===== src/rtl/rf_writeback_queue_if.sv =====
// rf_writeback_queue_if
//   Producer-to-queue result handshake for the register-file writeback queue.
//   The execute/memory stages drive a destination register and its data.
//   The queue answers with res_ready.
//
//   Signals
//     res_valid  producer has a result this cycle
//     res_ready  queue accepts the result on the next rising edge
//     res_wa     destination register address (AW bits)
//     res_wd     result data (DW bits)
//
//   Modports
//     master  producer side
//     slave   queue side
interface rf_writeback_queue_if #(
    parameter int AW = 5,
    parameter int DW = 32
);
    logic          res_valid;
    logic          res_ready;
    logic [AW-1:0] res_wa;
    logic [DW-1:0] res_wd;

    modport master (
        output res_valid,
        output res_wa,
        output res_wd,
        input  res_ready
    );

    modport slave (
        input  res_valid,
        input  res_wa,
        input  res_wd,
        output res_ready
    );
endinterface


===== src/rtl/rf_writeback_queue.sv =====
// rf_writeback_queue
//   Writer side of the register-file write port. ALU and memory results are
//   buffered in a small FIFO. One entry is drained into the registered
//   rfwe/RFWA/RFWD outputs on each cycle that the controller grants the port
//   through drain_en. Writes to r0 are accepted but never queued.
//
//   Optional feature macro: RF_WB_FWD_EN
//     When this macro is defined, the module adds fwd_ra/fwd_hit/fwd_data. These
//     ports search the queue and the in-flight output register for the youngest
//     pending value of a register.
//
//   Ports
//     clk        rising-edge clock
//     rst        asynchronous, active-low reset
//     res_if     producer handshake (slave modport): res_valid/res_ready/res_wa/res_wd
//     drain_en   controller grants the register-file write port this cycle
//     flush      synchronous discard of all queued and in-flight writes
//     rfwe       register-file write enable (registered, one cycle per entry)
//     RFWA       register-file write address (registered, holds when idle)
//     RFWD       register-file write data (registered, holds when idle)
//     count      current queue occupancy
//     pending    queue non-empty or a write still in flight
//     fwd_ra     (RF_WB_FWD_EN) register to look up
//     fwd_hit    (RF_WB_FWD_EN) a pending write to fwd_ra exists
//     fwd_data   (RF_WB_FWD_EN) youngest pending value for fwd_ra
module rf_writeback_queue #(
    parameter int DEPTH = 4,
    parameter int AW    = 5,
    parameter int DW    = 32
) (
    input  logic                         clk,
    input  logic                         rst,
    rf_writeback_queue_if.slave          res_if,
    input  logic                         drain_en,
    input  logic                         flush,
    output logic                         rfwe,
    output logic [AW-1:0]                RFWA,
    output logic [DW-1:0]                RFWD,
    output logic [$clog2(DEPTH+1)-1:0]   count,
`ifdef RF_WB_FWD_EN
    input  logic [AW-1:0]                fwd_ra,
    output logic                         fwd_hit,
    output logic [DW-1:0]                fwd_data,
`endif
    output logic                         pending
);

    localparam int PW = $clog2(DEPTH);
    localparam int CW = $clog2(DEPTH+1);
    localparam logic [CW-1:0] DEPTH_C = CW'(DEPTH);

    typedef struct packed {
        logic [AW-1:0] wa;
        logic [DW-1:0] wd;
    } entry_t;

    entry_t          mem_q [DEPTH];
    entry_t          mem_d [DEPTH];
    logic [PW-1:0]   wr_ptr_q, wr_ptr_d;
    logic [PW-1:0]   rd_ptr_q, rd_ptr_d;
    logic [CW-1:0]   count_q, count_d;
    logic            rfwe_q, rfwe_d;
    logic [AW-1:0]   rfwa_q, rfwa_d;
    logic [DW-1:0]   rfwd_q, rfwd_d;

    logic            res_ready;
    logic            do_push;
    logic            do_pop;

    // res_ready is held low for the whole reset and the flush cycle. It does not
    // look ahead at a same-cycle pop, so a full queue never accepts a push.
    assign res_ready        = (count_q < DEPTH_C) && rst && !flush;
    assign res_if.res_ready = res_ready;

    // A handshake that targets r0 completes without occupying an entry.
    assign do_push = res_if.res_valid && res_ready && (res_if.res_wa != '0);
    // Pop only looks at the registered count, so a freshly pushed entry is
    // never forwarded to the outputs in the same edge.
    assign do_pop  = drain_en && (count_q != '0) && !flush;

    always_comb begin
        mem_d    = mem_q;
        wr_ptr_d = wr_ptr_q;
        rd_ptr_d = rd_ptr_q;
        count_d  = count_q;
        rfwe_d   = 1'b0;
        rfwa_d   = rfwa_q;
        rfwd_d   = rfwd_q;

        if (flush) begin
            wr_ptr_d = '0;
            rd_ptr_d = '0;
            count_d  = '0;
        end else begin
            if (do_pop) begin
                rfwe_d   = 1'b1;
                rfwa_d   = mem_q[rd_ptr_q].wa;
                rfwd_d   = mem_q[rd_ptr_q].wd;
                rd_ptr_d = rd_ptr_q + PW'(1);
            end
            if (do_push) begin
                mem_d[wr_ptr_q] = '{wa: res_if.res_wa, wd: res_if.res_wd};
                wr_ptr_d        = wr_ptr_q + PW'(1);
            end
            unique case ({do_push, do_pop})
                2'b10:   count_d = count_q + CW'(1);
                2'b01:   count_d = count_q - CW'(1);
                default: count_d = count_q;
            endcase
        end
    end

    always_ff @(posedge clk or negedge rst) begin
        if (!rst) begin
            for (int i = 0; i < DEPTH; i++) begin
                mem_q[i] <= '0;
            end
            wr_ptr_q <= '0;
            rd_ptr_q <= '0;
            count_q  <= '0;
            rfwe_q   <= 1'b0;
            rfwa_q   <= '0;
            rfwd_q   <= '0;
        end else begin
            mem_q    <= mem_d;
            wr_ptr_q <= wr_ptr_d;
            rd_ptr_q <= rd_ptr_d;
            count_q  <= count_d;
            rfwe_q   <= rfwe_d;
            rfwa_q   <= rfwa_d;
            rfwd_q   <= rfwd_d;
        end
    end

    assign rfwe    = rfwe_q;
    assign RFWA    = rfwa_q;
    assign RFWD    = rfwd_q;
    assign count   = count_q;
    assign pending = (count_q != '0) || rfwe_q;

`ifdef RF_WB_FWD_EN
    logic [PW-1:0] fwd_idx;

    // Check the oldest source first (the output register), then walk the
    // queue from head to tail. A later match always overrides an earlier one,
    // so the youngest value wins.
    always_comb begin
        fwd_hit  = 1'b0;
        fwd_data = '0;
        fwd_idx  = '0;
        if (fwd_ra != '0) begin
            if (rfwe_q && (rfwa_q == fwd_ra)) begin
                fwd_hit  = 1'b1;
                fwd_data = rfwd_q;
            end
            for (int i = 0; i < DEPTH; i++) begin
                fwd_idx = rd_ptr_q + PW'(i);
                if ((CW'(i) < count_q) && (mem_q[fwd_idx].wa == fwd_ra)) begin
                    fwd_hit  = 1'b1;
                    fwd_data = mem_q[fwd_idx].wd;
                end
            end
        end
    end
`endif

endmodule


===== src/flat_wrapper.sv =====
// flat-port wrapper written by rule: the top's interface ports become plain ports
module rf_writeback_queue_flat 
#(
    parameter int DEPTH = 4,
    parameter int AW    = 5,
    parameter int DW    = 32
)
  (clk, rst, drain_en, flush, rfwe, RFWA, RFWD, count, pending, res_if_res_valid, res_if_res_wa, res_if_res_wd, res_if_res_ready);
  rf_writeback_queue_if #(.AW(AW), .DW(DW)) res_if_i ();
  input  logic clk;
  input  logic rst;
  input  logic drain_en;
  input  logic flush;
  output logic rfwe;
  output logic [AW-1:0] RFWA;
  output logic [DW-1:0] RFWD;
  output logic [$clog2(DEPTH+1)-1:0] count;
  output logic pending;
  input wire logic [$bits(res_if_i.res_valid)-1:0] res_if_res_valid;
  input wire logic [$bits(res_if_i.res_wa)-1:0] res_if_res_wa;
  input wire logic [$bits(res_if_i.res_wd)-1:0] res_if_res_wd;
  output wire logic [$bits(res_if_i.res_ready)-1:0] res_if_res_ready;
  assign res_if_i.res_valid = res_if_res_valid;
  assign res_if_i.res_wa = res_if_res_wa;
  assign res_if_i.res_wd = res_if_res_wd;
  assign res_if_res_ready = res_if_i.res_ready;
  rf_writeback_queue #(.DEPTH(DEPTH), .AW(AW), .DW(DW)) u_core (.clk(clk), .rst(rst), .res_if(res_if_i), .drain_en(drain_en), .flush(flush), .rfwe(rfwe), .RFWA(RFWA), .RFWD(RFWD), .count(count), .pending(pending));
endmodule

===== config.mk =====
export PLATFORM = sky130hd
export DESIGN_NAME = rf_writeback_queue_flat
export DESIGN_NICKNAME = d
export VERILOG_FILES = /design/src/rtl/rf_writeback_queue_if.sv /design/src/rtl/rf_writeback_queue.sv /design/src/flat_wrapper.sv
export SDC_FILE = /design/constraint.sdc
export NUM_CORES = 1
export LEC_CHECK = 0
export CORE_MARGIN = 1
export CORE_UTILIZATION = 44
export CTS_CLUSTER_SIZE = 25
export DETAILED_ROUTE_END_ITERATION = 12
export PLACE_DENSITY_LB_ADDON = 0.2
export SLEW_MARGIN = 20
export SYNTH_ARGS = -nofsm -noshare
export SYNTH_HDL_FRONTEND = slang
export SYNTH_SLANG_ARGS = --single-unit

===== constraint.sdc =====
create_clock -name clk -period 3.14 [get_ports clk]
set_clock_uncertainty 0.15 [all_clocks]
set_input_delay 0.628 -clock clk [delete_from_list [all_inputs] [get_ports clk]]
set_output_delay 0.628 -clock clk [all_outputs]
set_load 0.02 [all_outputs]

Word level (Yosys, flattened, before mapping). Cells that the tools add are included. W data, S select, Z words.

Register bits: 193. Input bits: 42. Word-level logic and storage cells: 57.

Bitwise gates (word level): 3. Reduce and logical (&&, ||, !) cells: 16. $lt $le $gt $ge: 4. Add/sub/neg operators: 4. Eq/ne operators: 2. Mux-type cells: 14.

Operator list (number): $bwmux W148 (1); $mux W37 (3); $bmux W37 S2 (1); $demux W37 S2 (1); $mux W2 (4); $logic_and A1 B1 Y1 (7); $ge A3 B3 Y1 const B (2); $not A2 Y3 (2); $pmux W3 S2 (1); $reduce_bool A3 Y1 (2); $reduce_bool A5 Y1 (1); $add A2 B1 Y2 const B (2); $reduce_and A2 Y1 (2); $reduce_bool A2 Y1 (2); $add A3 B1 Y3 const B (1); $lt A3 B1 Y1 const B (1); $lt A3 B3 Y1 const B (1); $mux W3 (1); $sub A3 B1 Y3 const B (1); $eq A2 B1 Y1 const B (1); $eq A2 B2 Y1 const B (1); $mux W1 (2); $logic_not A1 Y1 (1); $logic_or A1 B1 Y1 (1); $not A1 Y1 (1).

Longest topological paths before layout. Gate-level depths: netlist of run 1.

Depth after elaboration: 8. Depth in mapped cells: 8. Mapped depth without buffers: 7.

Worst setup path after synthesis of run 1. OpenSTA, ideal clock, no wires.

Path kind: input-to-reg. From: input port flush. To: register u_core.count_q[2] (netlist: u_core.count[2]). Path buffers: 0. Stages: 7. Library setup time: 0.125 ns. Data arrival time: 2.745 ns. Setup slack: 0.120 ns. Data required time: 2.865 ns. Cells stage by stage: nor3b_1 o211ai_2 and2_1 fa_1 and2_1 mux2i_1 mux2_2.

Longest elaborated chain between the ends: 7. Elaborated cells on any way between the ends: 10.

Ends and longest elaborated chain: from (decl) (RTL line flat_wrapper.sv:13) `input logic flush;`; $logic_not A1 Y1 (RTL line rf_writeback_queue.sv:72, rf_writeback_queue.sv:79); $logic_and A1 B1 Y1 (RTL line rf_writeback_queue.sv:72) `assign res_ready = (count_q < DEPTH_C) && rst && !flush;`; $logic_and A1 B1 Y1 (2 in a row) (RTL line rf_writeback_queue.sv:76) `assign do_push = res_if.res_valid && res_ready && (res_if.res_wa != '0);`; $eq A2 B1 Y1 or $eq A2 B2 Y1 (tied branches) (RTL line rf_writeback_queue.sv:105) `unique case ({do_push, do_pop})`; $pmux W3 S2 (RTL line rf_writeback_queue.sv:105); $mux W3 (RTL line rf_writeback_queue.sv:90) `if (flush) begin`; to (signal assigned) (RTL line rf_writeback_queue.sv:128) `count_q <= count_d;`; to (decl) (RTL line rf_writeback_queue.sv:61) `logic [CW-1:0] count_q, count_d;`.

Parallel ways exist; a longest one is shown, timed or not. A chain may end at the register's enable or synchronous reset.

Worst setup path after layout of run 1.
From: input port flush. To: output port res_if_res_ready.

Longest elaborated chain between the ends: 2.

Ends and longest elaborated chain: $logic_not A1 Y1 (RTL line rf_writeback_queue.sv:72); $logic_and A1 B1 Y1 (RTL line rf_writeback_queue.sv:72); to (decl) (RTL line flat_wrapper.sv:22) `output wire logic [$bits(res_if_i.res_ready)-1:0] res_if_res_ready;`.

Every way passes these cells.

==> reports/qor.yml, run 1 <==
drt:
  drtPass1Iterations: 4
  post_drt_wl_per_cell_um: 20.3
  vias: 4513
  antenna_left: 0
  via_per_inst: 5.22
  drc: 0
  first_iter_violations: 182
  drt-total-wl_mm: 17.5
logic_synthesis:
  yosys.area_share.xor_xnor: 0.00296
  seq_area_frac_synth: 0.544
  netlist_area_sq_um: 8880
  synth_area_leaders: "dfrtp_1, mux2_4, mux4_2, mux2_2, buf_12"
  synth-simple-area-share: 0.0207
  synth_fa_ha_area_frac: 0.00789
  synthFlopType: "dfrtp_1"
  syn_area_per_cell_sq_um: 18.3
  synthCells: 484
  synth_warnings: 0
  synth.top_cell.area_share: 0.544
  synth_edf_count: 0
  async_flop_share: 1.00
  synth_mux_area_frac: 0.384
  synth_seq_cells: 193
  synth_cell_type_count: 29
  synth_compound_area_frac: 0.00479
  synth_top_family_by_area: "multiplexers"
  synth_top_area_cell: "dfrtp_1"
  syn-num-nets: 531
critical_path:
  cp.required_ps: 2360
  crit_slowest_cell: "clkdlybuf4s50_1"
  cp-start-kind: "input port"
  path_class: "input port to output pin"
  critPathTopFamily: "buffers and inverters"
  path_buf_inv: 3
  reg2reg_slack_ps: 580
  r2r_start: "u_core.count[2]"
  critPathMostFrequentCell: "clkdlybuf4s50_1"
  reg2reg_depth: 8
  worst-path-stages: 4
  r2r_end: "u_core.count[2]"
  cpPeakStageDelay_ps: 590
  worstSetupEndpointType: "output pin"
  path_max_fanout: 2
  path_cells: "clkdlybuf4s50_1, nor3b_1, buf_4, clkdlybuf4s50_1"
  crit_arrival_ps: 2200
timing:
  slew_viol_final: 0
  setup_viol: 0
  slew_headroom: 0.469
  fmax_mhz: 336
  min_period_ps: 2970
  fin_ws_ps: 166
  holdWs_ps: 210
  rsz0062_at_grt: "false"
  timing.final.crit_share: 0.947
  finalSetupTns_ps: 0
  max_slew.worst_pin.slew_ps: 797
  final-hold-violation-count: 0
power:
  p_leak_nw: 5.11
  p_total_mw: 9.54
  vdd_drop_max_mv: 0.584
  power.density_nw_per_um2: 883
clock_network:
  cts.sinks: 193
  htree_levels: 4
  clkTransAtPathRegs_ps: 70
  clock_latency_ps: 430
  cts_setup_buffers: 0
  hold_buffers: 0
  numCtsBuffers: 17
  cts_max_path_buffers: 2
  ctsResizeCount: 0
  cts_tree: "yes"
  cts_root_buf: "clkbuf_16"
floorplanning:
  die-area_sq_um: 20700
  std_cell_rows: 51
  boundaryPins: 85
  die_h_um: 144
  start_util: 0.453
  die-width_um: 144
  core_area_sq_um: 19600
global_route:
  grt_max_degree: 132
  grt_pass1_wl_mm: 28.6
  grt_usage: 0.188
  grt_pass1_vias: 5000
  antenna_found_initial: 0
  grt_overflow: 0
cells_and_area:
  layout.cells.non_filler: 865
  final_cell_mix: "dfrtp_1, mux2_4, clkdlybuf4s50_1, mux2_2, mux4_2"
  multi_input_area_sq_um: 3740
  fillCellCount: 1545
  num_antenna_cells: 0
  stdcell_area_sq_um: 10800
  regArea_sq_um: 4830
  post-route-util: 0.551
  drive_above_1_share: 0.483
  areaGrowthSynthToFinish_pct: 21.7
  nNetsFinal: 635
  final_common_cell: "dfrtp_1"
placed_design:
  pre_cts_slack_ps: -105
  io_buffers: 84
  place_area_sq_um: 10100
  dp_cells: 834
  gp_congestion: 0.723
  hpwl_mm: 11.2
outcome:
  status: "finished, final reports clean"
hold_path:
  worstHoldPathType: "input port to async pin"
flow_run:
  cap_viol_max_count: 0
metal layers:
metal  track usage  part of all wire  vias up
met4        0.0616             0.012        0
met1         0.255              0.46     2417
met5             0                 0        -
met3        0.0421             0.035       19
met2         0.298              0.49       85
li1              -                 -     1992
cell families after synthesis:
family,after synthesis
mux,226
flops,193
buf+inv,29
simple gates,23
compound gates,5
fa+ha+maj,5
xor+xnor,3
cell usage after synthesis (2+ instances only):
cell / n
xnor2_1: 2
ha_1: 4
o31ai_1: 2
nor2b_1: 2
clkbuf_1: 8
mux2_2: 67
mux2i_1: 2
buf_1: 2
nand2_8: 4
mux2_4: 120
buf_12: 12
inv_1: 3
nor3b_1: 2
nor2_1: 6
buf_2: 3
nand2b_1: 3
and2_1: 2
dfrtp_1: 193
mux4_2: 37
sequential cells by signal, summed over array words and instances (netlist names):
name             count
u_core.wr_ptr_q      2
u_core.rd_ptr_q      2
u_core.count         3
u_core.RFWD         32
u_core.mem_q       148
u_core.rfwe          1
u_core.RFWA          5
report_power, final:
group | leakage (nW) | total, mW | internal (mW) | switching [mW]
logic | 2.31 | 3.20 | 2.09 | 1.11
registers | 2.48 | 3.95 | 3.35 | 0.599
clock network | 0.319 | 2.40 | 1.47 | 0.926
total | 5.11 | 9.54 | 6.91 | 2.63
worst max path at each step:
stage | start | to | slack, ps
after floorplan | flush | u_core.count[2] | 120
after global placement | flush | u_core.count[2] | 30
after detailed placement | flush | u_core.count[2] | -110
after CTS | flush | res_if_res_ready | 140
after global routing | flush | res_if_res_ready | 80
final | flush | res_if_res_ready | 170
worst register-to-register path, delay by kind of cell (launching register included):
kind                     cells  cell delay, ps
AND/OR/NAND/NOR              3             690
flip-flops                   1             440
adder cells (fa/ha/maj)      1             390
buffers and inverters        1             190
multiplexers                 2             500
AO/OA/AOI/OAI                1              90
cell type report:
| class | instances | share of cell area |
|---|---|---|
| inverters | 3 | 0.00104 |
| flip-flops and latches | 193 | 0.448 |
| repair buffers | 111 | 0.114 |
| clock buffers | 21 | 0.0436 |
| multi-input cells | 262 | 0.346 |
| clock inverters | 10 | 0.0168 |
| well taps | 265 | 0.0307 |
Power figures use the tool's default switching activity.
==> run 2, diff against run 1 <==
--- a/config.mk
+++ b/config.mk
@@ -14,3 +14,4 @@
 export SYNTH_ARGS = -nofsm -noshare
 export SYNTH_HDL_FRONTEND = slang
 export SYNTH_SLANG_ARGS = --single-unit
+export TNS_END_PERCENT = 50
==> constraint.sdc (replaced) <==
create_clock -name clk -period 3.8 [get_ports clk]
set_clock_uncertainty 0.15 [all_clocks]
set_input_delay 0.76 -clock clk [delete_from_list [all_inputs] [get_ports clk]]
set_output_delay 0.76 -clock clk [all_outputs]
set_load 0.02 [all_outputs]
==> run 2 against run 1 <==
Via count decreased by 0.84%. Count of clock-buffer cells in the layout decreased by 3. Clock power decreased by 27%. Utilization decreased by 2.1 points. Combinational power decreased by 20%. Sequential share of layout area increased by 1.8 points. Worst setup slack improved by 340 ps. Sequential power decreased by 17%. Register-to-register slack improved by 470 ps. Design area decreased by 3.9%. Die area unchanged.
==> reports/qor.yml, run 2 (synthesis results as in run 1) <==
drt:
  drc: 0
  drtPass1Iterations: 4
  post_drt_wl_per_cell_um: 20.6
  first_iter_violations: 192
  drt-total-wl_mm: 17.3
  vias: 4475
  antenna_left: 0
  via_per_inst: 5.31
cells_and_area:
  num_antenna_cells: 0
  nNetsFinal: 612
  fillCellCount: 1597
  final_common_cell: "dfrtp_1"
  largest_reg_flops: 148
  areaGrowthSynthToFinish_pct: 17.0
  final_cell_mix: "dfrtp_1, mux2_4, clkdlybuf4s50_1, mux2_2, mux4_2"
  regMostFlops: "u_core.mem_q"
  drive_above_1_share: 0.464
clock_network:
  ctsResizeCount: 0
  cts_setup_buffers: 0
  hold_buffers: 0
  cts_root_buf: "clkbuf_16"
  cts.sinks: 193
  cts_tree: "yes"
  numCtsBuffers: 17
  htree_levels: 4
  clock_latency_ps: 420
  cts_max_path_buffers: 2
  clkTransAtPathRegs_ps: 60
timing:
  timing.final.crit_share: 0.867
  slew_viol_final: 0
  finalSetupTns_ps: 0
  min_period_ps: 3300
  final-hold-violation-count: 0
  fmax_mhz: 303
  slew_headroom: 0.417
  rsz0062_at_grt: "false"
  max_slew.worst_pin.slew_ps: 874
  setup_viol: 0
  fin_ws_ps: 505
critical_path:
  cp-start-kind: "input port"
  crit_arrival_ps: 2390
  path_class: "input port to output pin"
  cp.required_ps: 2890
  path_max_fanout: 3
  worstSetupEndpointType: "output pin"
placed_design:
  io_buffers: 84
  hpwl_mm: 10.1
  pre_cts_slack_ps: 192
  gp_congestion: 0.705
floorplanning:
  die_h_um: 144
  start_util: 0.453
  die-width_um: 144
  boundaryPins: 85
  core_area_sq_um: 19600
  std_cell_rows: 51
  die-area_sq_um: 20700
global_route:
  grt_overflow: 0
  antenna_found_initial: 0
  grt_pass1_vias: 4902
  grt_pass1_wl_mm: 27.9
  grt_max_degree: 138
  grt_usage: 0.182
hold_path:
  worstHoldPathType: "flop to flop"
flow_run:
  cap_viol_max_count: 0
power:
  power.density_nw_per_um2: 733
  vdd_drop_max_mv: 0.422
  p_total_mw: 7.61
  p_leak_nw: 4.89
outcome:
  status: "finished, final reports clean"
## run 2: final timing paths
check	start	end	slack (ps)	depth (start not counted)
max in group asynchronous	rst	u_core.mem_q[43]	1860	3
worst min-delay path	u_core.mem_q[146]	u_core.mem_q[146]	350	1
worst min register to register	u_core.mem_q[146]	u_core.mem_q[146]	350	1
min in group asynchronous	rst	u_core.mem_q[144]	410	2
worst max register to register	u_core.count[2]	u_core.mem_q[7]	1050	4
worst max-delay path	flush	res_if_res_ready	500	3
## run 2: routing by layer
metal	vias up	global-route usage	share of wire
met1	2429	0.262	0.48
met3	19	0.0298	0.031
li1	1936	-	-
met5	-	0	0
met2	91	0.282	0.48
met4	0	0.0588	0.013
## run 2: cell type report
cell class                      count  area, sq um  share of cell area
Inverter                            3         11.3             0.00108
Tap cell                          265          332              0.0319
Sequential cell                   193         4840               0.466
Clock inverter                     13          139              0.0134
Clock buffer                       18          439              0.0423
Timing Repair Buffer               88          887              0.0854
Multi-Input combinational cell    262         3740               0.360
## run 2: worst max-delay path, stage by stage
cell and delay (ps):
clkdlybuf4s50_1 430, nor3b_1 480, clkdlybuf4s50_1 710
## run 2: per-stage QoR
stage	instances	area, sq um	utilization	hold slack [ps]
4_1_cts	842	10400	0.530	356
5_1_grt	842	10400	0.530	370
3_5_place_dp	811	9800	0.500	339
2_1_floorplan	484	8880	-	314
3_3_place_gp	811	9800	0.500	332
6_report	842	10400	0.530	352
## run 2: power by group
group	internal, mW	switching, mW
sequential	2.76	0.530
combinational	1.68	0.872
clock	0.985	0.778
==> run 3, diff against run 2 <==
--- a/config.mk
+++ b/config.mk
@@ -7,10 +7,11 @@
 export LEC_CHECK = 0
 export CORE_MARGIN = 1
 export CORE_UTILIZATION = 44
+export CTS_CLUSTER_DIAMETER = 30
 export CTS_CLUSTER_SIZE = 25
 export DETAILED_ROUTE_END_ITERATION = 12
-export PLACE_DENSITY_LB_ADDON = 0.2
-export SLEW_MARGIN = 20
+export PLACE_DENSITY_LB_ADDON = 0.12
+export SLEW_MARGIN = 40
 export SYNTH_ARGS = -nofsm -noshare
 export SYNTH_HDL_FRONTEND = slang
 export SYNTH_SLANG_ARGS = --single-unit
==> run 3 against run 2 <==
First-iteration DRC count fell by 3.1%. Wire length fell by 0.60%. Sequential share of layout area fell by 0.14 points. Critical path type unchanged. Utilization rose by 0.13 points.
==> reports/qor.yml, run 3 (synthesis results as in run 1) <==
outcome:
  status: "finished, final reports clean"
critical_path:
  cp-start-kind: "input port"
  reg2reg_depth: 4
  reg2reg_slack_ps: 1090
  path_max_fanout: 3
  r2r_end: "u_core.mem_q[20]"
  worstSetupEndpointType: "output pin"
  crit_arrival_ps: 2400
  r2r_start: "u_core.count[2]"
  cp.required_ps: 2890
  path_class: "input port to output pin"
drt:
  drtPass1Iterations: 4
  drt-total-wl_mm: 17.2
  first_iter_violations: 186
  antenna_left: 0
  drc: 0
  via_per_inst: 5.17
  post_drt_wl_per_cell_um: 20.4
  vias: 4371
floorplanning:
  std_cell_rows: 51
  die-width_um: 144
  die-area_sq_um: 20700
  die_h_um: 144
  boundaryPins: 85
  start_util: 0.453
  core_area_sq_um: 19600
global_route:
  grt_pass1_wl_mm: 27.9
  grt_pass1_vias: 4837
  antenna_found_initial: 0
  grt_overflow: 0
  grt_usage: 0.182
  grt_max_degree: 77
power:
  p_leak_nw: 4.90
  switchingPower_mw: 2.17
  seqPwrFrac: 0.426
  power.density_nw_per_um2: 732
  power.internal_mw: 5.45
  p_clk_frac: 0.231
  vdd_drop_max_mv: 0.350
  pwr-share-comb: 0.343
  swShare: 0.284
placed_design:
  dp_cells: 814
  hpwl_mm: 10.1
  gp_congestion: 0.696
  io_buffers: 84
clock_network:
  clkTransAtPathRegs_ps: 70
  ctsResizeCount: 0
  cts_setup_buffers: 0
  hold_buffers: 0
  cts.sinks: 193
  htree_levels: 4
  cts_max_path_buffers: 2
  numCtsBuffers: 17
  cts_root_buf: "clkbuf_16"
  cts_tree: "yes"
  clock_latency_ps: 430
cells_and_area:
  drive_above_1_share: 0.466
  nNetsFinal: 615
  final_common_cell: "dfrtp_1"
  regMostFlops: "u_core.mem_q"
  areaGrowthSynthToFinish_pct: 17.2
  largest_reg_flops: 148
  num_antenna_cells: 0
  layout.cells.non_filler: 845
  final_cell_mix: "dfrtp_1, mux2_4, clkdlybuf4s50_1, mux2_2, mux4_2"
timing:
  min_period_ps: 3310
  slew_viol_final: 0
  slew_headroom: 0.480
  finalSetupTns_ps: 0
  final-hold-violation-count: 0
  timing.final.crit_share: 0.870
  max_slew.worst_pin.slew_ps: 781
  rsz0062_at_grt: "false"
  fmax_mhz: 302
  setup_viol: 0
hold_path:
  worstHoldPathType: "input port to async pin"
flow_run:
  cap_viol_max_count: 0
[run 3: cell types whose count changed in the layout (fill, tap and decap cells not counted)]
cell	before	now
buf_6	0	2
bufinv_16	2	1
clkbuf_8	2	6
clkinv_4	4	1
buf_4	3	4
clkbuf_1	0	1
dfrtp_2	0	1
clkinv_2	4	3
dfrtp_4	2	1
[run 3: worst max-delay path, stage by stage]
cell	delay, ps
clkdlybuf4s50_1	460
nor3b_1	450
clkdlybuf4s50_1	730
[run 3: per-stage QoR]
step	utilization	hold slack, ps	area (sq um)	worst slack, ps	power [mW]
4_1_cts	0.531	326	10400	438	7.72
3_3_place_gp	0.500	333	9800	271	5.81
6_report	0.531	319	10400	494	7.62
5_1_grt	0.531	347	10400	373	8.04
2_1_floorplan	-	314	8880	648	5.01
3_5_place_dp	0.502	339	9830	214	5.93
[run 3: cell type report]
cell class              count  area, sq um
clock buffers              23          498
clock inverters             8         77.6
fillers                  1603         9180
inverters                   3         11.3
multi-input cells         262         3740
flip-flops and latches    193         4830
well taps                 265          332
repair buffers             91          917
[run 3: worst max-delay path by stage]
stage                           from                to  slack, ps  cells after the start
floorplan                      flush   u_core.count[2]        650                      7
global placement    res_if_res_wa[2]  u_core.mem_q[16]        270                      5
detailed placement  res_if_res_wa[2]  u_core.mem_q[17]        210                      5
CTS                            flush  res_if_res_ready        440                      3
global route                   flush  res_if_res_ready        370                      3
finish                         flush  res_if_res_ready        490                      3
[run 3: power by group through the flow]
| stage | logic (mW) | clock network, mW | registers (mW) |
|---|---|---|---|
| CTS | 2.66 | 1.81 | 3.26 |
| global route | 2.80 | 1.88 | 3.35 |
| detailed placement | 2.65 | 0 | 3.28 |
| global placement | 2.52 | 0 | 3.29 |
| floorplan | 1.68 | 0 | 3.33 |
| finish | 2.61 | 1.76 | 3.24 |
[run 3: metal layers]
metal / share of wire / vias to the layer above / GRT usage / wire (um)
li1: - / 1951 / - / -
met5: 0 / - / 0 / 0
met2: 0.47 / 63 / 0.273 / 8040
met4: 0.0092 / 0 / 0.0487 / 158
met1: 0.49 / 2342 / 0.265 / 8500
met3: 0.031 / 15 / 0.0437 / 537
